### src/rtl/lcd_pattern_gen.sv
// lcd_pattern_gen: LCD test-pattern source for the RGB panel path.
// Takes pixel coordinates and DE from the LCD timing driver and returns one
// RGB pixel per DE cycle after a fixed two-cycle latency. Eight patterns are
// available. The mode is either taken from mode_sel or auto-cycled on a frame
// count, and it only changes on frame_start, so no frame is ever split.
//
// Pixel flow: there is no back-pressure. lcd_de qualifies lcd_xpos and
// lcd_ypos in the cycle they are presented. lcd_data_vld is that same DE
// delayed by exactly two cycles. lcd_data is zero whenever lcd_data_vld is
// low, so the panel never sees stale colour between lines.
module lcd_pattern_gen #(
    parameter int H_DISP       = 800,
    parameter int V_DISP       = 480,
    parameter int COLOR_W      = 8,
    parameter int DWELL_FRAMES = 120,
    parameter int CHECK_LOG2   = 5,
    parameter int BAR_W        = 32,
    parameter int BAR_STEP     = 4
) (
    input  logic                   clk,
    input  logic                   rst,
    input  logic [11:0]            lcd_xpos,
    input  logic [11:0]            lcd_ypos,
    input  logic                   lcd_de,
    input  logic                   frame_start,
    input  logic                   auto_en,
    input  logic [2:0]             mode_sel,
    input  logic                   mode_step,
    output logic [3*COLOR_W-1:0]   lcd_data,
    output logic                   lcd_data_vld,
    output logic [2:0]             cur_mode
);

    localparam int PIX_W   = 3 * COLOR_W;
    localparam int PROD_W  = (PIX_W > 24) ? PIX_W : 24;
    localparam int DWELL_W = (DWELL_FRAMES > 1) ? $clog2(DWELL_FRAMES) : 1;

    localparam logic [DWELL_W-1:0] DWELL_LAST = DWELL_W'(DWELL_FRAMES - 1);
    localparam logic [11:0]        H_LIM      = 12'(H_DISP);
    localparam logic [11:0]        V_LIM      = 12'(V_DISP);
    localparam logic [11:0]        H_LAST     = 12'(H_DISP - 1);
    localparam logic [11:0]        V_LAST     = 12'(V_DISP - 1);
    localparam logic [11:0]        H_MID      = 12'(H_DISP / 2);
    localparam logic [11:0]        V_MID      = 12'(V_DISP / 2);
    localparam logic [12:0]        H_LIM13    = 13'(H_DISP);
    localparam logic [12:0]        BAR_STEP13 = 13'(BAR_STEP);
    localparam logic [12:0]        BAR_W13    = 13'(BAR_W);

    // Fixed eight-colour palette, index order shared by the bar patterns
    // and the solid-cycle pattern.
    function automatic logic [PIX_W-1:0] palette(input logic [2:0] idx);
        logic [COLOR_W-1:0] f;
        logic [COLOR_W-1:0] z;
        f = '1;
        z = '0;
        case (idx)
            3'd0:    palette = {f, z, z};
            3'd1:    palette = {z, f, z};
            3'd2:    palette = {z, z, f};
            3'd3:    palette = {f, f, f};
            3'd4:    palette = {z, z, z};
            3'd5:    palette = {f, f, z};
            3'd6:    palette = {f, z, f};
            default: palette = {z, f, f};
        endcase
    endfunction

    // Mode control and per-frame animation state.
    logic [2:0]         pending_mode;
    logic [DWELL_W-1:0] dwell_cnt;
    logic [7:0]         frame_cnt;
    logic [11:0]        bar_pos;
    logic [12:0]        bar_sum;

    // Only frame_cnt[6:4] selects a colour; the rest just keeps counting.
    logic unused_frame_bits;
    assign unused_frame_bits = ^{frame_cnt[7], frame_cnt[3:0]};

    assign bar_sum = {1'b0, bar_pos} + BAR_STEP13;

    // Track the requested mode and latch it into cur_mode only at frame_start.
    always_ff @(posedge clk) begin
        if (rst) begin
            pending_mode <= 3'd0;
            cur_mode     <= 3'd0;
            dwell_cnt    <= '0;
        end else begin
            // Uses the pending value from before this edge; a same-cycle
            // step or expiry is picked up by the following frame_start.
            if (frame_start) begin
                cur_mode <= pending_mode;
            end
            if (!auto_en) begin
                pending_mode <= mode_sel;
                dwell_cnt    <= '0;
            end else if (mode_step) begin
                // A manual step wins over dwell expiry: one increment only.
                pending_mode <= pending_mode + 3'd1;
                dwell_cnt    <= '0;
            end else if (frame_start) begin
                if (dwell_cnt == DWELL_LAST) begin
                    pending_mode <= pending_mode + 3'd1;
                    dwell_cnt    <= '0;
                end else begin
                    dwell_cnt <= dwell_cnt + DWELL_W'(1);
                end
            end
        end
    end

    // Advance the frame counter and the moving-bar position once per frame.
    always_ff @(posedge clk) begin
        if (rst) begin
            frame_cnt <= 8'd0;
            bar_pos   <= 12'd0;
        end else if (frame_start) begin
            frame_cnt <= frame_cnt + 8'd1;
            if (bar_sum >= H_LIM13) begin
                bar_pos <= 12'(bar_sum - H_LIM13);
            end else begin
                bar_pos <= bar_sum[11:0];
            end
        end
    end

    // Stage-1 region decode from the incoming coordinates.
    logic [2:0] v_idx;
    logic [2:0] h_idx;
    logic       in_range;
    logic       check_hit;
    logic       grid_hit;
    logic       bar_hit;

    // Decode bar index, range, checker, grid and moving-bar hits.
    always_comb begin
        v_idx = 3'd0;
        h_idx = 3'd0;
        for (int k = 1; k < 8; k++) begin
            if (lcd_xpos >= 12'((H_DISP / 8) * k)) v_idx = 3'(k);
            if (lcd_ypos >= 12'((V_DISP / 8) * k)) h_idx = 3'(k);
        end
        in_range  = (lcd_xpos < H_LIM) && (lcd_ypos < V_LIM);
        check_hit = lcd_xpos[CHECK_LOG2] ^ lcd_ypos[CHECK_LOG2];
        grid_hit  = (lcd_xpos == 12'd0) || (lcd_xpos == H_LAST) ||
                    (lcd_ypos == 12'd0) || (lcd_ypos == V_LAST) ||
                    (lcd_xpos == H_MID) || (lcd_ypos == V_MID);
        // Bar is clipped by the range check, so no wrap term is needed.
        bar_hit   = ({1'b0, lcd_xpos} >= {1'b0, bar_pos}) &&
                    ({1'b0, lcd_xpos} <  ({1'b0, bar_pos} + BAR_W13));
    end

    logic        s1_de;
    logic [11:0] s1_x;
    logic [11:0] s1_y;
    logic [2:0]  s1_mode;
    logic        s1_in_range;
    logic [2:0]  s1_v_idx;
    logic [2:0]  s1_h_idx;
    logic        s1_check;
    logic        s1_grid;
    logic        s1_bar;
    logic [2:0]  s1_solid;

    // Stage 1: capture coordinates, DE and the frame state seen by this pixel.
    always_ff @(posedge clk) begin
        if (rst) begin
            s1_de       <= 1'b0;
            s1_x        <= 12'd0;
            s1_y        <= 12'd0;
            s1_mode     <= 3'd0;
            s1_in_range <= 1'b0;
            s1_v_idx    <= 3'd0;
            s1_h_idx    <= 3'd0;
            s1_check    <= 1'b0;
            s1_grid     <= 1'b0;
            s1_bar      <= 1'b0;
            s1_solid    <= 3'd0;
        end else begin
            s1_de       <= lcd_de;
            s1_x        <= lcd_xpos;
            s1_y        <= lcd_ypos;
            s1_mode     <= cur_mode;
            s1_in_range <= in_range;
            s1_v_idx    <= v_idx;
            s1_h_idx    <= h_idx;
            s1_check    <= check_hit;
            s1_grid     <= grid_hit;
            s1_bar      <= bar_hit;
            s1_solid    <= frame_cnt[6:4];
        end
    end

    // Stage-2 colour selection.
    logic [23:0]       prod;
    logic [PROD_W-1:0] prod_w;
    logic [PIX_W-1:0]  pix_color;

    assign prod   = 24'(s1_x) * 24'(s1_y);
    assign prod_w = PROD_W'(prod);

    // Pick the colour for the stage-1 pixel according to its captured mode.
    always_comb begin
        pix_color = '0;
        if (s1_in_range) begin
            case (s1_mode)
                3'd0:    pix_color = palette(s1_v_idx);
                3'd1:    pix_color = palette(s1_h_idx);
                3'd2:    pix_color = {3{s1_x[COLOR_W-1:0]}};
                3'd3:    pix_color = s1_check ? palette(3'd3) : '0;
                3'd4:    pix_color = s1_grid ? palette(3'd3) : palette(3'd2);
                3'd5:    pix_color = prod_w[PIX_W-1:0];
                3'd6:    pix_color = s1_bar ? palette(3'd3) : '0;
                default: pix_color = palette(s1_solid);
            endcase
        end
    end

    // Stage 2: register the pixel; blank whenever DE is low.
    always_ff @(posedge clk) begin
        if (rst) begin
            lcd_data     <= '0;
            lcd_data_vld <= 1'b0;
        end else begin
            lcd_data     <= s1_de ? pix_color : '0;
            lcd_data_vld <= s1_de;
        end
    end

endmodule
### config.mk
export PLATFORM = sky130hd
export DESIGN_NAME = lcd_pattern_gen
export DESIGN_NICKNAME = d
export VERILOG_FILES = /design/src/rtl/lcd_pattern_gen.sv
export SDC_FILE = /design/constraint.sdc
export NUM_CORES = 1
export LEC_CHECK = 0
export BUFFER_PORTS_ARGS = -buffer_cell sky130_fd_sc_hd__buf_4
export CORE_MARGIN = 3
export CORE_UTILIZATION = 42
export CTS_CLUSTER_DIAMETER = 30
export DETAILED_ROUTE_END_ITERATION = 10
export PLACE_DENSITY_LB_ADDON = 0.3
export SYNTH_ARGS = -nofsm -noshare
export SYNTH_HDL_FRONTEND = slang
export SYNTH_SLANG_ARGS = --single-unit
### constraint.sdc
create_clock -name clk -period 7.3 [get_ports clk]
set_input_delay 0.365 -clock clk [delete_from_list [all_inputs] [get_ports clk]]
set_output_delay 0.365 -clock clk [all_outputs]
set_load 0.02 [all_outputs]
# Word level (Yosys, flattened, before mapping)

Cells that the tools add are included.
W data, S select, Z words.

Shifts and indexed selects: 0
Bitwise operators: 4
Order comparisons: 19
Reduce and logical (&&, ||, !) cells: 16
Equality and inequality tests: 31
Multipliers: 1
$add $sub $neg: 6
Divide/modulo/power cells: 0
Mux-type cells: 27

Operators with widths:

| operator                | count |
|---|---|
| $pmux W24 S7            | 4 |
| $ge A12 B9 Y1 const B   | 6 |
| $mux W24                | 3 |
| $mux W3                 | 16 |
| $eq A3 B3 Y1 const B    | 12 |
| $ge A12 B8 Y1 const B   | 3 |
| $eq A12 B9 Y1 const B   | 2 |
| $eq A3 B2 Y1 const B    | 8 |
| $ge A12 B10 Y1 const B  | 2 |
| $ge A12 B7 Y1 const B   | 2 |
| $logic_not A12 Y1       | 2 |
| $mul A12 B12 Y24        | 1 |
| $add A12 B3 Y13 const B | 1 |
| $add A12 B6 Y13 const B | 1 |
| $ge A13 B10 Y1 const B  | 1 |
| $lt A12 B13 Y1          | 1 |
| $eq A12 B10 Y1 const B  | 1 |
| $eq A12 B8 Y1 const B   | 1 |
| $eq A3 B1 Y1 const B    | 4 |
| $ge A12 B12 Y1          | 1 |
| $ge A12 B6 Y1 const B   | 1 |
| $logic_not A3 Y1        | 4 |
| $lt A12 B10 Y1 const B  | 1 |
| $lt A12 B9 Y1 const B   | 1 |
| other kinds (16)        | 25 |

Memories kept: 0
Output and inout bits: 28
Register bits: 99
Bits in latches: 0
Bits of input ports: 33
Bits in writable memories: 0
ROM bits: 0

# Longest topological paths before layout

Gate-level depths: netlist (run 1).

Depth in word-level cells: 8
Gate-level depth with buffers: 21

# Worst setup path before layout (run 1)

No wires, ideal clock.

Kind: reg2reg
Start: register s1_x[5]
End: register lcd_data[22]
Data arrival time: 5023 ps
Path slack: 2148 ps
Required time: 7171 ps
Cell stages (with the launch flop): 20
Setup time: 129 ps
Cells stage by stage: dfxtp_1 > clkbuf_1 > nand2_1 > fa_1 > inv_1 > fa_1 > fa_1 > fa_1 > inv_1 > fa_1 > inv_1 > ha_1 > clkbuf_1 > and3_1 > a221o_1 > a31o_2 > a21boi_1 > o21ai_0 > xnor2_1 > o21ai_0

Cells in the longest elaborated chain, start to end: 2

RTL lines:

| element                | RTL line | source |
|---|---|---|
| from (decl)            | 153      | `logic [11:0] s1_x;` |
| from (signal assigned) | 180      | `s1_x <= lcd_xpos;` |
| $mul A12 B12 Y24       | 198      | `assign prod = 24'(s1_x) * 24'(s1_y);` |
| $pmux W24 S7           | 205      | `case (s1_mode)` |
| to (signal assigned)   | 224      | `lcd_data <= s1_de ? pix_color : '0;` |
| to (decl)              | 29       | `output logic [3*COLOR_W-1:0] lcd_data,` |

No other way between the ends.
A chain may end at the register's enable or synchronous reset.

# Worst setup path after layout (run 1)

Start: register s1_y[9]
End: register lcd_data[23]

Cells in the longest elaborated chain, start to end: 2

RTL lines:

| element                | RTL line | source |
|---|---|---|
| from (decl)            | 154      | `logic [11:0] s1_y;` |
| from (signal assigned) | 181      | `s1_y <= lcd_ypos;` |
| $mul A12 B12 Y24       | 198      |  |
| $pmux W24 S7           | 205      |  |

No other way between the ends.

==> results of run 1 <==
-- Yosys cell counts, drive strengths merged, types with 3 or more instances --
library cell	instances	area, µm²
and2	53	334
o211ai	3	22.5
a221oi	4	41.3
o311ai	5	43.8
nand3	21	105
xnor2	33	297
nand4	17	119
inv	156	586
a21o	24	180
clkbuf	53	199
o21bai	3	22.5
fa	100	2000
buf	7	45.0
a211oi	3	22.5
a211o	4	36.3
o22ai	4	25.0
or4	3	22.5
nand2	153	574
or3	6	37.5
and3	8	50.1
nor3	11	55.1
nor4	9	56.3
mux2i	13	130
o21ai	37	185
a31oi	22	138
and4	3	28.8
xor2	14	123
a21oi	46	234
ha	86	1080
o21a	4	30.0
nand3b	4	30.0
nor2	55	206
or2	3	18.8
dfxtp	96	1920
o2111ai	4	35.0
nor2b	45	282
nand2b	7	43.8
-- flip-flops by register name (all words and copies together), names as in the netlist, 7 cells and up --
| name | cells |
|---|---|
| bar_pos | 10 |
| dwell_cnt | 7 |
| s1_x | 12 |
| frame_cnt | 7 |
| s1_y | 12 |
| lcd_data | 24 |
-- final cells by class --
cell class                      count  area, µm²
Fill cell                        2187      11700
Multi-Input combinational cell    836       6870
Sequential cell                    96       1920
Inverter                          156        586
Timing Repair Buffer               63        473
Tap cell                          280        350
Clock buffer                        9        225
Clock inverter                      7       70.1
-- kinds of logic (layout without fill, tap and decap cells) --
group,count (synthesis),after routing
simple gates,403,403
fa+ha+maj,186,186
flops,96,96
mux,14,14
xor+xnor,47,47
compound gates,186,186
buf+inv,216,235
-- routing by layer --
layer  global-route usage (%)  vias to the layer above
li1                         -                     3792
met1                     26.9                     3752
met2                     32.5                      241
met3                     3.52                       25
met4                     3.97                        0
met5                        0                        -
-- metrics by stage --
| step | hold slack, ns | std cells | utilization, % | worst slack (ns) |
|---|---|---|---|---|
| 4_1_cts | 0.203 | 1447 | 47.4 | 1.85 |
| 5_1_grt | 0.218 | 1447 | 47.4 | 1.53 |
| 3_3_place_gp | 0.461 | 1431 | 46.0 | 1.94 |
| 3_5_place_dp | 0.465 | 1431 | 46.0 | 1.86 |
| 6_report | 0.213 | 1447 | 47.4 | 1.83 |
| 2_1_floorplan | 0.443 | 1148 | - | 2.15 |
-- power by group through the flow --
stage | clock (mW) | sequential (mW) | combinational [mW]
2_1_floorplan | 0 | 0.562 | 0.315
3_3_place_gp | 0 | 0.588 | 0.399
3_5_place_dp | 0 | 0.589 | 0.403
4_1_cts | 0.498 | 0.577 | 0.407
5_1_grt | 0.515 | 0.581 | 0.467
6_report | 0.481 | 0.577 | 0.403
-- worst min path at each step --
stage	start	to	slack, ns	depth (start not counted)
after floorplan	lcd_xpos[10]	s1_in_range$_SDFF_PP0_	0.44	1
final	lcd_de	s1_de$_SDFF_PP0_	0.21	2
after detailed placement	frame_cnt[6]$_SDFFE_PP0P_	s1_solid[2]$_SDFF_PP0_	0.46	1
after CTS	lcd_de	s1_de$_SDFF_PP0_	0.20	2
after global routing	lcd_de	s1_de$_SDFF_PP0_	0.22	2
after global placement	frame_cnt[6]$_SDFFE_PP0P_	s1_solid[2]$_SDFF_PP0_	0.46	1
-- critical path: stages, from the launching register on --
cell and delay (ns):
dfxtp_1 0.67, nand2_1 0.14, fa_1 0.49, fa_1 0.57, inv_1 0.06, fa_1 0.50
fa_1 0.54, inv_1 0.05, fa_1 0.53, inv_1 0.04, ha_1 0.37, nand4_1 0.12
a21oi_1 0.28, o211ai_1 0.19, a211o_1 0.33, and3_1 0.15, or3_1 0.33
==> reports/metrics.csv, run 1 <==
metric;value;unit
DRT met1 WL;10300;µm
Setup crit start kind;flop;
Final period util;74.9;%
crit path from;s1_y[9]$_SDFF_PP0_;
Yosys Warn Count;0;
CTS tree;yes;
Sum Neg Setup Slack;0;ns
post-CTS sizing;0;
Final Hold Fails;0;
commonest non-fill, non-tap cell in the layout;inv_1;
# H-tree levels;3;
Synth Flop Type;dfxtp_1;
Max Slew Vio Count;0;
Tmin final;5.47;ns
DRC Markers;0;
first-pass GRT wire length;39000;µm
Met3 Routed Length;1410;µm
1st-pass router iterations;5;
Fmax;183;MHz
Max Cap Viol;0;
Combinational Power Share;27.6;%
unrepaired setup endpoints after global routing;false;
critical path arrival;5.71;ns
pwr dens;139;nW/µm²
FF+latch count, synth;96;
Vias;7810;
status;finished, final reports clean;
critical path class;reg2reg;
Die H;157;µm
Pint;951;µW
Clock Skews;0.0130;ns
vias per inst;5.40;
gr usage total;19.5;%
antenna viol nets, final;0;
EDFF count, synth;0;
switching share of power;35.0;%
Max Buffers Root-to-Sink;2;
initial DRC count;446;
ANT cells;0;
final RePlAce weighted congestion;0.883;
leak pwr;4.95;nW
clock-pin slew on the worst setup and hold paths;0.08;ns
IO buf count;60;
CP required;7.54;ns
initial antenna violation count;0;
mux cell area share after synthesis;1.47;%
Synth Cell Area;9630;µm²
hold buffers post-CTS;0;
met2 routed WL;11000;µm
GRT Residual Overflow;0;
Post-synth ARST share;0;%
flop2flop setup slack;1.83;ns
Power Total;1.46;mW
sequential fraction of the synthesis area;20.0;%
CTS root buf;clkbuf_16;
Post-Syn Instances;1148;
Max transition margin;45.6;%
Placement Cell Area;10200;µm²
Nets;1381;
share of cells above drive strength 1;8.05;%
highest routed layer;met4;
worst vdd ir;136;µV
Final Cell Area;10500;µm²
Layout area overhead;9.09;%
post-CTS setup repair buffer count;0;
Hold Crit Class;in2reg;
core area;22200;µm²
CTS Buf Count;9;
# setup viols final;0;
Compound-Gate Fraction of Synth Area;12.8;%
vias in the first global route;7724;
Worst-Skew Late Latency;0.36;ns
sequential power share;39.5;%
largest family of logic cells by synthesized area;adder cells;
WL/cell;15.9;µm
clock sink total;96;
die area;24800;µm²
Critical R2R Capture;lcd_data[23]$_SDFF_PP0_;
Least-Margin Pin Slew;0.807;ns
CP Capture Type;flop;
Synth cell types;69;
top fanout value on the critical path;12;
most frequent cells in the layout;inv_1 (156), nand2_1 (153), fa_1 (100);
worst r2r path cells;16;
Detail Placement HPWL;17900;µm
crit path capture;lcd_data[23]$_SDFF_PP0_;
RR Startpoint;s1_y[9]$_SDFF_PP0_;
Synth Area in Simple Gates;20.8;%
Sw Pwr;512;µW
Rows;54;
WL final;23000;µm
syn_area_per_cell;8.38;µm²
Post-Syn Nets;1367;
I/O pins;61;
clock share of power;32.9;%
Die Width;157;µm
Starting Density;43.4;%
adder-cell share of the synthesized area;32.0;%
Synth Area in XOR/XNOR;4.35;%
largest net degree at the start of global routing;72;
No activity file was read; power rests on OpenSTA's default activity.
==> inputs of run 2 (changes only) <==
- ABC_AREA: not set -> 1
- clock period: 7.3 -> 5.3 ns (I/O delays scaled with it)
==> reports/metrics.csv, run 2 <==
metric;value;unit;change
status;finished, final reports clean;;unchanged
Synth cell types;44;;was 69
IO buf count;60;;unchanged
1st-pass router iterations;6;;was 5
worst vdd ir;160;µV;was 136 µV
initial DRC count;502;;was 446
top-count cell post-synth;nand2_1;;was inv_1
antenna viol nets, final;0;;unchanged
Synth Flop Type;dfxtp_1;;unchanged
Top Registers;lcd_data (24), s1_x (12), s1_y (12);;unchanged
max FFs per register;24;;unchanged
vias per inst;5.05;;was 5.40
syn_area_per_cell;6.89;µm²;was 8.38 µm²
Final Cell Area;11300;µm²;was 10500 µm²
largest area contributor in the netlist;fa_1;;unchanged
Max Slew Vio Count;0;;unchanged
CTS Buf Count;9;;unchanged
post-CTS setup repair buffer count;0;;unchanged
CTS root buf;clkbuf_16;;unchanged
Detail Placement HPWL;21800;µm;was 17900 µm
Yosys Warn Count;0;;unchanged
Layout area overhead;11.7;%;was 9.09%
Synth top area share;19.8;%;was 20.8%
pwr dens;193;nW/µm²;was 139 nW/µm²
top fanout value on the critical path;12;;unchanged
Die H;161;µm;was 157 µm
Fill cells;2440;;was 2187
ANT cells;0;;unchanged
Nets;1730;;was 1381
die area;25900;µm²;was 24800 µm²
critical path arrival;5.30;ns;was 5.71 ns
placed insts;1819;;was 1431
Max Buffers Root-to-Sink;2;;unchanged
Post-synth ARST share;0;%;unchanged
most frequent cells in the layout;nand2_1 (373), inv_1 (337), nor2_1 (141);;was inv_1 (156), nand2_1 (153), fa_1 (100)
clock sink total;96;;unchanged
Sum Neg Setup Slack;0;ns;unchanged
WL/cell;14.6;µm;was 15.9 µm
CTS tree;yes;;unchanged
gr usage total;21.5;%;was 19.5%
Tmin final;5.05;ns;was 5.47 ns
initial antenna violation count;0;;unchanged
EDFF count, synth;0;;unchanged
Max Cap Viol;0;;unchanged
top post-synthesis cells by area;fa_1 (20%), dfxtp_1 (19%), nand2_1 (14%), inv_1 (13%), ha_1 (11%);;was fa_1 (21%), dfxtp_1 (20%), ha_1 (11%), inv_1 (6.1%), nand2_1 (6.0%)
sequential fraction of the synthesis area;19.1;%;was 20.0%
Post-Syn Instances;1463;;was 1148
CP peak stage delay;0.56;ns;was 0.67 ns
Vias;9261;;was 7810
final RePlAce weighted congestion;0.952;;was 0.883
FF+latch count, synth;96;;unchanged
Final period util;95.2;%;was 74.9%
vias in the first global route;9241;;was 7724
Starting Density;42.8;%;was 43.4%
CP required;5.55;ns;was 7.54 ns
WL final;26900;µm;was 23000 µm
Hold Crit Class;in2reg;;unchanged
first-pass GRT wire length;45300;µm;was 39000 µm
largest net degree at the start of global routing;48;;was 72
core area;23500;µm²;was 22200 µm²
# setup viols final;0;;unchanged
unrepaired setup endpoints after global routing;true;;was false
CP max stage cell;fa_1;;was dfxtp_1
Setup crit start kind;flop;;unchanged
area occupied by multi-input gates;6720;µm²;was 6870 µm²
CP Capture Type;flop;;unchanged
Synth Cell Area;10100;µm²;was 9630 µm²
clock-pin slew on the worst setup and hold paths;0.07;ns;was 0.08 ns
I/O pins;61;;unchanged
leak pwr;6.30;nW;was 4.95 nW
Biggest register;lcd_data;;unchanged
Worst-Skew Late Latency;0.35;ns;was 0.36 ns
Fmax;198;MHz;was 183 MHz
post-route insts no fill;1835;;was 1447
flip-flop and latch area;1960;µm²;was 1920 µm²
Final Hold Fails;0;;unchanged
# H-tree levels;3;;unchanged
DRC Markers;0;;unchanged
Rows;56;;was 54
Post-synth top cells;nand2_1 (373), inv_1 (337), nor2_1 (141);;was inv_1 (156), nand2_1 (153), fa_1 (100)
Power Total;2.18;mW;was 1.46 mW
GRT Residual Overflow;0;;unchanged
Max transition margin;51.5;%;was 45.6%
critical path class;reg2reg;;unchanged
Clock Skews;0.00736;ns;was 0.0130 ns
commonest non-fill, non-tap cell in the layout;nand2_1;;was inv_1
Placement Cell Area;10900;µm²;was 10200 µm²
Post-Syn Nets;1682;;was 1367
Die Width;161;µm;was 157 µm
share of cells above drive strength 1;9.30;%;was 8.05%
worst path cell trace;nand2_1, fa_1, inv_1, fa_1, fa_1, fa_1, inv_1, fa_1, inv_1, ha_1, nand2_1, inv_1, a21oi_1, nand3_1, or2_2, nand3_1, nand4_1, nand2_1, inv_1;;was nand2_1, fa_1, fa_1, inv_1, fa_1, fa_1, inv_1, fa_1, inv_1, ha_1, nand4_1, a21oi_1, o211ai_1, a211o_1, and3_1, or3_1
Least-Margin Pin Slew;0.728;ns;was 0.807 ns
[run 2: area by class of cell]
| type | count | share of cell area, % |
|---|---|---|
| Clock buffer | 11 | 2.24 |
| Clock inverter | 5 | 0.600 |
| Inverter | 340 | 11.3 |
| Multi-Input combinational cell | 986 | 59.7 |
| Sequential cell | 96 | 17.4 |
| Tap cell | 319 | 3.54 |
| Timing Repair Buffer | 78 | 5.20 |
[run 2: final timing paths]
check | end | slack (ns) | depth (start not counted) | start
worst max register to register | lcd_data[14]$_SDFF_PP0_ | 0.25 | 19 | s1_y[8]$_SDFF_PP0_
worst max-delay path | lcd_data[14]$_SDFF_PP0_ | 0.25 | 19 | s1_y[8]$_SDFF_PP0_
worst min-delay path | s1_de$_SDFF_PP0_ | 0.11 | 3 | lcd_de
worst min register to register | s1_mode[2]$_SDFF_PP0_ | 0.45 | 2 | cur_mode[2]$_SDFFE_PP0P_
[run 2: per-stage QoR]
step	hold WS, ns	util [%]	setup slack, ns
finish	0.113	47.8	0.254
global route	0.114	47.8	-0.000892
CTS	0.107	47.7	0.0214
detailed placement	0.440	46.3	0.0529
global placement	0.434	46.3	0.0745
floorplan	0.348	-	0.494
[run 2: timing repair]
action                     4_1_cts  5_1_grt
setup endpoints to repair        0       14
gates resized for setup          0       25
hold buffers                     0        0
[run 2: power breakdown]
part | switching, mW | internal [mW]
sequential | 0.0571 | 0.749
combinational | 0.420 | 0.248
clock | 0.302 | 0.400
total | 0.779 | 1.40
[run 2: layer usage]
metal  vias to the layer above  share of wire (%)  global-route usage [%]
met2                       305                 48                    36.7
met1                      4360                 43                    27.4
met3                        53                6.4                    3.56
met5                         -                  0                       0
li1                       4543                  -                       -
met4                         0                3.3                    8.10
[run 2: cells by family after synthesis]
family,count (synthesis),share of synthesized area [%]
xor gates and xnor gates,14,1.22
adders and majority gates,186,30.5
and+or+nand+nor,658,27.6
AOI/OAI and AO/OA,128,7.29
DFF,96,19.1
buffers and inverters,381,14.3
[run 2: critical path: cells and delay by family (launching register included)]
family | cells | cell delay (ns)
adders and majority gates | 6 | 2.98
and+or+nand+nor | 7 | 0.98
DFF | 1 | 0.49
buffers and inverters | 5 | 0.26
AOI/OAI and AO/OA | 1 | 0.23
==> inputs of run 3 (changes only) <==
- clock period: 5.3 -> 5.57 ns (I/O delays scaled with it)
==> reports/metrics.csv, run 3 (synthesis results as in run 2) <==
metric;value;unit;change
Setup crit start kind;flop;;unchanged
Sum Neg Setup Slack;0;ns;unchanged
Tmin final;5.30;ns;was 5.05 ns
Die H;161;µm;unchanged
post-CTS sizing;0;;unchanged
WL final;26300;µm;was 26900 µm
top fanout value on the critical path;10;;was 12
Least-Margin Pin Slew;0.747;ns;was 0.728 ns
Clock Skews;0.0113;ns;was 0.00736 ns
CTS tree;yes;;unchanged
Fill cells;2420;;was 2440
CP max stage cell;dfxtp_1;;was fa_1
final RePlAce weighted congestion;0.929;;was 0.952
pwr dens;179;nW/µm²;was 193 nW/µm²
# H-tree levels;3;;unchanged
Final Cell Area;11200;µm²;was 11300 µm²
GRT Residual Overflow;0;;unchanged
final worst slack;0.275;ns;was 0.254 ns
# setup viols final;0;;unchanged
gr usage total;21.0;%;was 21.5%
Max Cap Viol;0;;unchanged
critical path arrival;5.55;ns;was 5.30 ns
share of cells above drive strength 1;8.17;%;was 9.30%
I/O pins;61;;unchanged
1st-pass router iterations;5;;was 6
flop2flop setup slack;0.27;ns;was 0.25 ns
Placement Cell Area;10900;µm²;about the same
DRC Markers;0;;unchanged
Die Width;161;µm;unchanged
post-CTS setup repair buffer count;0;;unchanged
Final period util;95.1;%;was 95.2%
Final Hold Fails;0;;unchanged
CP top delay family;adder cells;;unchanged
core area;23500;µm²;unchanged
leak pwr;6.28;nW;was 6.30 nW
initial DRC count;689;;was 502
status;finished, final reports clean;;unchanged
Biggest register;lcd_data;;unchanged
vias in the first global route;9164;;was 9241
unrepaired setup endpoints after global routing;false;;was true
clock-pin slew on the worst setup and hold paths;0.07;ns;about the same
ANT cells;0;;unchanged
Vias;9238;;was 9261
initial antenna violation count;0;;unchanged
Max Slew Vio Count;0;;unchanged
buffers and inverters on the worst path;5;;unchanged
hold buffers post-CTS;0;;unchanged
critical path class;reg2reg;;unchanged
CP most frequent cell;nand2_1;;
Top Registers;lcd_data (24), s1_x (12), s1_y (12);;unchanged
Max transition margin;50.2;%;was 51.5%
commonest non-fill, non-tap cell in the layout;nand2_1;;unchanged
worst vdd ir;132;µV;was 160 µV
Max Buffers Root-to-Sink;2;;unchanged
CP Capture Type;flop;;unchanged
CTS root buf;clkbuf_16;;unchanged
WL/cell;14.4;µm;was 14.6 µm
largest net degree at the start of global routing;48;;unchanged
clock sink total;96;;unchanged
IO buf count;60;;unchanged
first-pass GRT wire length;44200;µm;was 45300 µm
Worst-Skew Late Latency;0.35;ns;about the same
Hold Crit Class;in2reg;;unchanged
Nets;1731;;was 1730
Detail Placement HPWL;21800;µm;about the same
antenna viol nets, final;0;;unchanged
Rows;56;;unchanged
die area;25900;µm²;unchanged
dpl ws;0.149;ns;was 0.0529 ns
Layout area overhead;11.1;%;was 11.7%
max FFs per register;24;;unchanged
worst path cell trace;buf_4, nand2_1, fa_1, inv_1, fa_1, fa_1, fa_1, inv_1, fa_1, inv_1, ha_1, nand2_1, nor2_1, nand3_1, nand3_1, nand2_1, nand2_1, nand2_1, nand3_1, nand3_1, nand2_1, inv_1;;was nand2_1, fa_1, inv_1, fa_1, fa_1, fa_1, inv_1, fa_1, inv_1, ha_1, nand2_1, inv_1, a21oi_1, nand3_1, or2_2, nand3_1, nand4_1, nand2_1, inv_1
Fmax;189;MHz;was 198 MHz
CP peak stage delay;0.60;ns;was 0.56 ns
most frequent cells in the layout;nand2_1 (373), inv_1 (337), nor2_1 (141);;unchanged
CTS Buf Count;9;;unchanged
vias per inst;5.03;;was 5.05
Starting Density;42.8;%;unchanged
CP required;5.82;ns;was 5.55 ns
-- run 3: cell count changes in the layout (fill, tap and decap cells not counted), sizes merged --
cell	previous run	this run
clkbuf	11	10
clkinvlp	0	1
inv	343	341
clkinv	1	4
bufinv	1	0
buf	78	79
-- run 3: area by class of cell --
cell class	instances	area (µm²)	area share (%)
Clock buffer	10	239	2.13
Clock inverter	6	52.6	0.469
Inverter	340	1280	11.4
Multi-Input combinational cell	986	6720	60.0
Sequential cell	96	1920	17.2
Tap cell	319	399	3.56
Timing Repair Buffer	79	593	5.29
-- run 3: routing by layer --
metal  GRT usage [%]  share of wire (%)  vias to the layer above
li1                -                  -                     4557
met1            27.2                 44                     4395
met2            37.7                 49                      258
met3            2.50                4.9                       28
met4            4.58                1.6                        0
met5               0                  0                        -
-- run 3: where the power goes --
group | leakage [nW] | switching, mW | total (mW) | internal [mW]
clock | 0.142 | 0.280 | 0.602 | 0.322
combinational | 5.35 | 0.407 | 0.644 | 0.237
sequential | 0.788 | 0.0500 | 0.762 | 0.712
-- run 3: worst paths after layout --
kind	startpoint	to	depth (start not counted)
worst max-delay path	s1_x[5]$_SDFF_PP0_	lcd_data[22]$_SDFF_PP0_	22
worst min-delay path	lcd_de	s1_de$_SDFF_PP0_	3
worst max register to register	s1_x[5]$_SDFF_PP0_	lcd_data[22]$_SDFF_PP0_	22
worst min register to register	cur_mode[2]$_SDFFE_PP0P_	s1_mode[2]$_SDFF_PP0_	2
-- run 3: worst reg2reg max path, cell delays in order (launching register included) --
cell	delay, ns
dfxtp_1	0.60
buf_4	0.21
nand2_1	0.07
fa_1	0.55
inv_1	0.05
fa_1	0.46
fa_1	0.52
fa_1	0.55
inv_1	0.06
fa_1	0.54
inv_1	0.04
ha_1	0.35
nand2_1	0.13
nor2_1	0.24
nand3_1	0.14
nand3_1	0.15
nand2_1	0.11
nand2_1	0.08
nand2_1	0.05
nand3_1	0.09
nand3_1	0.08
nand2_1	0.08
inv_1	0.05
-- run 3: stage by stage --
step / hold WS, ns / std cells / power (mW) / util, %
global route: 0.143 / 1836 / 2.15 / 47.6
detailed placement: 0.440 / 1820 / 1.42 / 46.4
CTS: 0.135 / 1836 / 2.02 / 47.6
global placement: 0.445 / 1820 / 1.41 / 46.4
floorplan: 0.361 / 1463 / 1.22 / -
finish: 0.148 / 1836 / 2.01 / 47.6
